===== src/rtl/data_mem_arbiter.sv =====
// data_mem_arbiter: shares one single-port data memory between the CPU MEM stage
//   and a DMA/debug port. It turns byte addresses into word indices, adds wait
//   states to every access, and holds the pipeline on cpu_ready until the access ends.
// Ports: clk/rst (async active-high); CPU side: cpu_r_en, cpu_w_en, cpu_addr,
//   cpu_wdata, cpu_rdata, cpu_ready. DMA side: dma_req, dma_we, dma_addr,
//   dma_wdata, dma_rdata, dma_done. Memory side: mem_r_en, mem_w_en, mem_addr,
//   mem_wdata, mem_rdata. Error pulse: addr_err.
// Build option: DMEM_ARB_ROUND_ROBIN_EN. When it is defined, tied requests
//   alternate between the two requesters. When it is not defined, the CPU always wins.
module data_mem_arbiter #(
  parameter int WORD_LEN    = 32,
  parameter int ADDRESS_LEN = 32,
  parameter int BASE_ADDR   = 1024,
  parameter int MEM_DEPTH   = 64,
  parameter int WAIT_CYCLES = 2
) (
  input  logic                         clk,
  input  logic                         rst,
  input  logic                         cpu_r_en,
  input  logic                         cpu_w_en,
  input  logic [ADDRESS_LEN-1:0]       cpu_addr,
  input  logic [WORD_LEN-1:0]          cpu_wdata,
  output logic [WORD_LEN-1:0]          cpu_rdata,
  output logic                         cpu_ready,
  input  logic                         dma_req,
  input  logic                         dma_we,
  input  logic [ADDRESS_LEN-1:0]       dma_addr,
  input  logic [WORD_LEN-1:0]          dma_wdata,
  output logic [WORD_LEN-1:0]          dma_rdata,
  output logic                         dma_done,
  output logic                         mem_r_en,
  output logic                         mem_w_en,
  output logic [$clog2(MEM_DEPTH)-1:0] mem_addr,
  output logic [WORD_LEN-1:0]          mem_wdata,
  input  logic [WORD_LEN-1:0]          mem_rdata,
  output logic                         addr_err
);

  localparam int AW = $clog2(MEM_DEPTH);

  localparam logic [1:0] S_IDLE   = 2'd0;
  localparam logic [1:0] S_ACCESS = 2'd1;
  localparam logic [1:0] S_DONE   = 2'd2;

  localparam logic OWN_CPU = 1'b0;
  localparam logic OWN_DMA = 1'b1;

  localparam logic [ADDRESS_LEN-1:0] LP_BASE = ADDRESS_LEN'(BASE_ADDR);
  localparam logic [ADDRESS_LEN-1:0] LP_SPAN = ADDRESS_LEN'(4 * MEM_DEPTH);
  localparam logic [3:0]             LP_WAIT = 4'(WAIT_CYCLES);

  logic [1:0]          r_state;
  logic                r_owner;
  logic                r_we;
  logic                r_err;
  logic [3:0]          r_cnt;
  logic [AW-1:0]       r_addr;
  logic [WORD_LEN-1:0] r_wdata;
  logic [WORD_LEN-1:0] r_cpu_rdata;
  logic [WORD_LEN-1:0] r_dma_rdata;

  logic                   w_cpu_req;
  logic                   w_grant_dma;
  logic [ADDRESS_LEN-1:0] w_sel_addr;
  logic [WORD_LEN-1:0]    w_sel_wdata;
  logic                   w_sel_we;
  logic [ADDRESS_LEN-1:0] w_off;
  logic                   w_bad;
  logic [AW-1:0]          w_idx;
  logic                   w_last;

  assign w_cpu_req = cpu_r_en | cpu_w_en;

`ifdef DMEM_ARB_ROUND_ROBIN_EN
  // r_rr = 1 means the DMA port wins the next tie. After each access, the
  // pointer moves to the requester that was not just served.
  logic r_rr;

  always_ff @(posedge clk or posedge rst) begin
    if (rst) begin
      r_rr <= 1'b0;
    end else if (r_state == S_DONE) begin
      r_rr <= (r_owner == OWN_CPU);
    end
  end

  assign w_grant_dma = dma_req & (~w_cpu_req | r_rr);
`else
  assign w_grant_dma = dma_req & ~w_cpu_req;
`endif

  assign w_sel_addr  = w_grant_dma ? dma_addr  : cpu_addr;
  assign w_sel_wdata = w_grant_dma ? dma_wdata : cpu_wdata;
  assign w_sel_we    = w_grant_dma ? dma_we    : cpu_w_en;

  // An address below the base wraps to a large offset, but it is also rejected
  // by the explicit lower-bound compare.
  assign w_off  = w_sel_addr - LP_BASE;
  assign w_bad  = (w_sel_addr[1:0] != 2'b00) | (w_sel_addr < LP_BASE) | (w_off >= LP_SPAN);
  assign w_idx  = w_off[AW+1:2];
  assign w_last = (r_cnt == 4'd0);

  always_ff @(posedge clk or posedge rst) begin
    if (rst) begin
      r_state     <= S_IDLE;
      r_owner     <= OWN_CPU;
      r_we        <= 1'b0;
      r_err       <= 1'b0;
      r_cnt       <= 4'd0;
      r_addr      <= '0;
      r_wdata     <= '0;
      r_cpu_rdata <= '0;
      r_dma_rdata <= '0;
    end else begin
      case (r_state)
        S_IDLE: begin
          if (w_cpu_req | dma_req) begin
            r_owner <= w_grant_dma;
            r_we    <= w_sel_we;
            r_err   <= w_bad;
            r_cnt   <= LP_WAIT;
            r_addr  <= w_idx;
            r_wdata <= w_sel_wdata;
            // A bad address skips the memory access and reports completion
            // with zero read data.
            r_state <= w_bad ? S_DONE : S_ACCESS;
            if (w_bad & ~w_sel_we) begin
              if (w_grant_dma) r_dma_rdata <= '0;
              else             r_cpu_rdata <= '0;
            end
          end
        end
        S_ACCESS: begin
          if (w_last) begin
            r_state <= S_DONE;
            if (~r_we) begin
              if (r_owner == OWN_DMA) r_dma_rdata <= mem_rdata;
              else                    r_cpu_rdata <= mem_rdata;
            end
          end else begin
            r_cnt <= r_cnt - 4'd1;
          end
        end
        S_DONE:  r_state <= S_IDLE;
        default: r_state <= S_IDLE;
      endcase
    end
  end

  assign mem_r_en  = (r_state == S_ACCESS) & ~r_we;
  // The write strobe fires only once, in the last wait-state cycle.
  assign mem_w_en  = (r_state == S_ACCESS) & r_we & w_last;
  assign mem_addr  = r_addr;
  assign mem_wdata = r_wdata;

  assign cpu_ready = ~w_cpu_req | ((r_state == S_DONE) & (r_owner == OWN_CPU));
  assign dma_done  = (r_state == S_DONE) & (r_owner == OWN_DMA);
  assign addr_err  = (r_state == S_DONE) & r_err;
  assign cpu_rdata = r_cpu_rdata;
  assign dma_rdata = r_dma_rdata;

endmodule


===== config.mk =====
export PLATFORM = sky130hd
export DESIGN_NAME = data_mem_arbiter
export DESIGN_NICKNAME = d
export VERILOG_FILES = /design/src/rtl/data_mem_arbiter.sv
export SDC_FILE = /design/constraint.sdc
export NUM_CORES = 1
export LEC_CHECK = 0
export ABC_AREA = 1
export CAP_MARGIN = 10
export CORE_ASPECT_RATIO = 1.25
export CORE_UTILIZATION = 43
export DETAILED_ROUTE_END_ITERATION = 10
export GPL_TIMING_DRIVEN = 0
export PLACE_DENSITY = 0.82
export SYNTH_ARGS = -nofsm -noshare
export SYNTH_HDL_FRONTEND = slang
export SYNTH_SLANG_ARGS = --single-unit

===== constraint.sdc =====
create_clock -name clk -period 4.1 [get_ports clk]
set_clock_uncertainty 0.05 [all_clocks]
set_input_delay 0.615 -clock clk [delete_from_list [all_inputs] [get_ports clk]]
set_output_delay 0.615 -clock clk [all_outputs]
set_load 0.005 [all_outputs]

==> flow_metrics.py, run 1 <==
metrics = {
    "global_routing": {
        "antenna_found_initial": 0,
        "grt_pass1_vias": 6912,
        "grt_usage": 0.301,
        "grt_max_degree": 60,
        "grt_pass1_wl_um": 34200,
        "grt_remaining_overflow": 0,
    },
    "placement": {
        "placed_cell_area_sq_um": 9150,
        "hpwl_um": 16600,
        "gp_congestion": 0.936,
        "dpl.cell_count": 1312,
        "io_buffer_count": 272,
    },
    "clock_tree": {
        "numCtsBuffers": 9,
        "clk_pin_slew_worst_paths_ns": 0.06,
        "cts_setup_buffers": 0,
        "cts_buffer_depth": 2,
        "htree_levels": 3,
        "post_cts_resized": 0,
        "postCtsHoldBufs": 0,
        "cts_tree": "yes",
        "root_buffer": "clkbuf_16",
        "clock_latency_ns": 0.35,
        "cts_sinks": 111,
    },
    "detailed_routing": {
        "ant_nets": 0,
        "drt-total-wl_um": 21400,
        "drt_iter0_markers": 506,
        "wirelength_met1_um": 7830,
        "drc": 0,
        "num_vias": 6941,
        "post_drt_wl_per_cell_um": 16.1,
        "dr_wl_met2_um": 10700,
        "avgViaCountPerCell": 5.23,
        "drt_first_pass_iters": 5,
        "top_layer": "met4",
        "route.met3.wl_um": 1690,
    },
    "timing": {
        "slew_headroom": 0.497,
        "hold_viol_final": 0,
        "holdWs_ns": 0.420,
        "min_period_ns": 3.39,
        "fin_crit_sh": 0.827,
        "worst_pin_slew_ns": 0.755,
        "setup_viol_count_final": 0,
        "rsz0062_at_grt": "false",
        "slew_violations": 0,
        "fmax_mhz": 295,
        "totalNegativeSetupSlack_ns": 0,
    },
    "worst_setup_path": {
        "endpoint_kind": "flop",
        "critPathKind": "in -> reg",
        "start_kind": "input port",
        "cp_max_fo": 10,
        "reg2reg_depth": 10,
        "crit_required_ns": 4.33,
        "arrival_ns": 3.62,
    },
    "die": {
        "fp.dieW_um": 109,
        "num_io_pins": 273,
        "die_h_um": 136,
        "dieArea_sq_um": 14800,
        "core_sq_um": 13900,
        "start_util": 0.443,
        "fp-row-count": 48,
    },
    "synth": {
        "synth_edf_count": 0,
        "async_reset_ff_frac": 1.00,
        "yosys-top-cells-count": "287 x nand2_1, 111 x dfrtp_1, 110 x nor2_1, 81 x a21oi_1, 73 x inv_1",
        "yosysWarnings": 0,
        "ys_seq_elements": 111,
        "syn-cell-area_sq_um": 6170,
        "synth.area.top_cells": "dfrtp_1 45%, nand2_1 17%, nand4_1 6.9%",
        "synthCells": 864,
        "syn_nets": 1032,
        "synth_most_common_cell": "nand2_1",
        "synth_top_flop_cell": "dfrtp_1",
        "yosysSeqAreaShare": 0.450,
        "synth_top_cell_by_area": "dfrtp_1",
        "synth_top_area_frac": 0.450,
        "synth.avg_cell_area_sq_um": 7.15,
        "synth.distinct_cells": 29,
    },
    "final_layout": {
        "syn_to_final_growth_pct": 53.5,
        "design_area_sq_um": 9480,
        "nets": 1316,
        "instances_no_fill": 1328,
        "drive_gt1_frac": 0.0451,
        "diodes": 0,
        "nFillCells": 1206,
    },
    "worst_hold_path": {
        "hold_path_class": "reg -> reg",
        "hold_path_depth": 2,
    },
    "power": {
        "cellPowerDensity_nw_per_um2": 425,
        "ir_worst_vdd_uv": 315,
        "power_leakage_nw": 4.51,
    },
    "status": {
        "status": "finished, final reports clean",
    },
    "job": {
        "drv_cap": 0,
    },
}
-- metal layers --
layer / track usage / vias up
li1: - / 3360
met1: 0.334 / 3196
met2: 0.514 / 316
met3: 0.0767 / 69
met4: 0.176 / 0
met5: 0 / -
-- cells by family after synthesis --
family,Yosys count,share of synthesized area
flip-flops,111,0.450
buffers and inverters,131,0.0938
AND/OR/NAND/NOR,525,0.371
AO/OA/AOI/OAI,94,0.0800
adder cells (fa/ha/maj),2,0.00405
XOR/XNOR,1,0.00142
-- final timing paths --
check	from	end	slack, ns
worst max-delay path	cpu_w_en	cpu_rdata[20]$_DFFE_PP0P_	0.71
worst min register to register	cpu_rdata[23]$_DFFE_PP0P_	cpu_rdata[23]$_DFFE_PP0P_	0.42
max in group asynchronous	rst	cpu_rdata[23]$_DFFE_PP0P_	2.57
worst max register to register	r_cnt[0]$_DFFE_PP0P_	cpu_rdata[20]$_DFFE_PP0P_	1.27
worst min-delay path	cpu_rdata[23]$_DFFE_PP0P_	cpu_rdata[23]$_DFFE_PP0P_	0.42
min in group asynchronous	rst	dma_rdata[4]$_DFFE_PP0P_	0.69
-- report_power, final --
group	internal, W	total (W)	leakage, nW	switching (W)
Combinational	0.000730	0.00163	2.92	0.000897
Clock	0.000548	0.000980	0.158	0.000431
Sequential	0.00130	0.00142	1.43	0.000120
-- worst max-delay path, stage by stage --
cell	delay [ns]
clkdlybuf4s50_1	0.65
nor2_2	0.11
buf_4	0.19
buf_6	0.15
nand2_1	0.11
nor2_1	0.07
nor3_1	0.51
clkbuf_1	0.44
clkbuf_1	0.44
nand4_1	0.22
nand2_1	0.11
-- flip-flops by register name (all words and copies together), names as in the netlist --
name,flops
cpu_rdata,32
r_cnt,4
dma_rdata,32
r_err,1
mem_wdata,32
r_state,2
r_owner,1
r_we,1
mem_addr,6
-- cell usage in the layout, fill, tap and decap left out, types with 2 or more instances in the layout --
cell / n
clkbuf_1: 31
a21oi_1: 81
buf_6: 6
buf_4: 9
nor2_1: 110
nand3_2: 2
nand4_1: 68
nand3_1: 28
nand3b_1: 19
clkbuf_16: 9
buf_2: 7
o21bai_1: 2
dfrtp_1: 111
o21ai_1: 3
inv_2: 2
nor2_2: 5
nor3_1: 3
clkdlybuf4s50_1: 272
ha_1: 2
o21ai_0: 5
nand2_1: 287
buf_1: 3
inv_1: 72
bufinv_16: 2
-- stage by stage --
step	setup WS (ns)	power, W	util
global placement	-1.15	0.00302	0.654
finish	0.709	0.00403	0.680
global route	0.459	0.00426	0.680
floorplan	0.504	0.00217	-
detailed placement	0.400	0.00305	0.656
CTS	0.744	0.00403	0.680
-- final cells by class --
| type | count | area [sq um] | area share |
|---|---|---|---|
| plain buffers | 55 | 294 | 0.0310 |
| clock inverters | 6 | 104 | 0.0110 |
| multi-input cells | 622 | 2820 | 0.297 |
| clock buffers | 10 | 229 | 0.0242 |
| repair buffers | 273 | 2750 | 0.290 |
| flip-flops and latches | 111 | 2780 | 0.293 |
| inverters | 76 | 288 | 0.0304 |
| well taps | 175 | 219 | 0.0231 |
(Power assumes the default switching activity.)
==> run 2, diff against run 1 <==
--- a/config.mk
+++ b/config.mk
@@ -8,10 +8,10 @@
 export ABC_AREA = 1
 export CAP_MARGIN = 10
 export CORE_ASPECT_RATIO = 1.25
-export CORE_UTILIZATION = 43
+export CORE_UTILIZATION = 39
 export DETAILED_ROUTE_END_ITERATION = 10
 export GPL_TIMING_DRIVEN = 0
-export PLACE_DENSITY = 0.82
+export PLACE_DENSITY = 0.78
 export SYNTH_ARGS = -nofsm -noshare
 export SYNTH_HDL_FRONTEND = slang
 export SYNTH_SLANG_ARGS = --single-unit
==> constraint.sdc (replaced) <==
create_clock -name clk -period 2.9 [get_ports clk]
set_clock_uncertainty 0.05 [all_clocks]
set_input_delay 0.435 -clock clk [delete_from_list [all_inputs] [get_ports clk]]
set_output_delay 0.435 -clock clk [all_outputs]
set_load 0.005 [all_outputs]
==> flow_metrics.py, run 2 (same netlist as run 1, synthesis figures left out) <==
metrics = {
    "status": {
        "status": "finished, final reports clean",
    },
    "final_layout": {
        "ff_latch_area_sq_um": 2780,
        "nets": 1319,
        "nFillCells": 1391,
        "final_common_cell": "nand2_1",
        "design_area_sq_um": 9640,
        "diodes": 0,
        "drive_gt1_frac": 0.0667,
        "final_util": 0.622,
        "final_cell_mix": "281 x nand2_1, 270 x clkdlybuf4s50_1, 111 x dfrtp_1, 105 x nor2_1, 81 x a21oi_1",
        "syn_to_final_growth_pct": 56.2,
        "multi_input_area_sq_um": 2920,
    },
    "worst_setup_path": {
        "reg2reg_depth": 10,
        "crit_chain": "nor2_4, inv_1, clkbuf_1, nor2_1, clkdlybuf4s50_1",
        "start_kind": "flop",
        "arrival_ns": 2.26,
        "slowest_delay_ns": 0.54,
        "slowest_stage": "clkdlybuf4s50_1",
        "critPathKind": "reg -> out",
        "cp_max_fo": 10,
        "crit_required_ns": 2.41,
        "endpoint_kind": "output pin",
    },
    "die": {
        "start_util": 0.398,
        "die_h_um": 143,
        "core_sq_um": 15500,
        "num_io_pins": 273,
        "dieArea_sq_um": 16300,
        "fp.dieW_um": 115,
        "fp-row-count": 51,
    },
    "detailed_routing": {
        "drt_first_pass_iters": 7,
        "post_drt_wl_per_cell_um": 15.7,
        "ant_nets": 0,
        "num_vias": 6906,
        "drc": 0,
        "drt_iter0_markers": 494,
        "drt-total-wl_um": 21500,
        "avgViaCountPerCell": 5.05,
    },
    "global_routing": {
        "grt_pass1_wl_um": 33500,
        "grt_remaining_overflow": 0,
        "grt_max_degree": 37,
        "antenna_found_initial": 0,
        "grt_usage": 0.265,
        "grtUsageMet2": 0.471,
        "grt_util_met3": 0.0577,
        "grt.met1_usage": 0.293,
        "grt_pass1_vias": 6783,
        "grt.busiest_layer": "met2",
    },
    "clock_tree": {
        "cts_tree": "yes",
        "cts_sinks": 111,
        "clk_pin_slew_worst_paths_ns": 0.08,
        "clock_latency_ns": 0.35,
        "numCtsBuffers": 9,
        "root_buffer": "clkbuf_16",
        "htree_levels": 3,
        "cts_buffer_depth": 2,
    },
    "timing": {
        "slew_headroom": 0.602,
        "setup_viol_count_final": 0,
        "worst_pin_slew_ns": 0.597,
        "totalNegativeSetupSlack_ns": 0,
        "fmax_mhz": 364,
        "rsz0062_at_grt": "true",
        "fin_crit_sh": 0.946,
        "fin_ws_ns": 0.156,
        "slew_violations": 0,
        "hold_viol_final": 0,
        "min_period_ns": 2.74,
    },
    "placement": {
        "gp_congestion": 0.868,
        "hpwl_um": 16700,
        "preCtsSetupSlack_ns": -0.649,
        "placed_cell_area_sq_um": 9230,
        "io_buffer_count": 272,
    },
    "job": {
        "drv_cap": 0,
    },
    "power": {
        "cellPowerDensity_nw_per_um2": 578,
        "total_power_w": 0.00557,
        "ir_worst_vdd_uv": 476,
        "power_leakage_nw": 4.55,
    },
    "worst_hold_path": {
        "hold_path_class": "in -> async",
    },
}
## run 2: changes by cell type in the layout (fill, tap and decap cells not counted), moves of 5 or more
| cell | change |
|---|---|
| clkbuf_1 | -9 |
| nand2_1 | -6 |
| nor2_1 | -5 |
| nor2_4 | +6 |
| clkbuf_2 | +9 |
| nand2_2 | +6 |
## run 2: routing by layer
layer  up-vias  wire length (um)
li1       3345                 -
met1      3196              8110
met2       300             10900
met3        65              1520
met4         0               969
met5         -                 0
## run 2: per-stage QoR
stage | hold slack (ns) | std cells
detailed placement | 0.407 | 1351
floorplan | 0.415 | 864
global placement | 0.403 | 1348
finish | 0.387 | 1367
global route | 0.435 | 1367
CTS | 0.393 | 1366
## run 2: path summary, 6_finish.rpt
check	slack, ns	startpoint	end
min in group clk	0.42	cpu_rdata[19]$_DFFE_PP0P_	cpu_rdata[19]$_DFFE_PP0P_
max in group asynchronous	1.43	rst	mem_wdata[18]$_DFFE_PP0P_
worst min register to register	0.42	cpu_rdata[19]$_DFFE_PP0P_	cpu_rdata[19]$_DFFE_PP0P_
worst max register to register	0.33	r_cnt[0]$_DFFE_PP0P_	cpu_rdata[29]$_DFFE_PP0P_
worst min-delay path	0.39	rst	dma_rdata[15]$_DFFE_PP0P_
worst max-delay path	0.16	r_state[1]$_DFFE_PP0P_	mem_r_en
## run 2: layout make-up
type                    count  share of cell area
multi-input cells         622               0.303
repair buffers            276               0.289
flip-flops and latches    111               0.288
plain buffers              55              0.0335
inverters                  76              0.0300
well taps                 212              0.0275
clock buffers               9              0.0234
clock inverters             6             0.00584
## run 2: report_power, final
part           internal (W)  switching [W]  leakage [nW]
clock network      0.000594       0.000600         0.133
logic               0.00107        0.00128          2.99
registers           0.00184       0.000188          1.43
total               0.00350        0.00207          4.55
## run 2: worst max-delay path: cells and delay by family, from the launching register on
family        cells  cell delay [ns]
buf+inv           3             0.98
flops             1             0.44
simple gates      2             0.49
## run 2: what timing repair did
item	in CTS	in global routing
resized for setup	12	34
hold buffers	0	0
buffers inserted	0	1
setup endpoints to repair	66	67
pin swaps	0	1
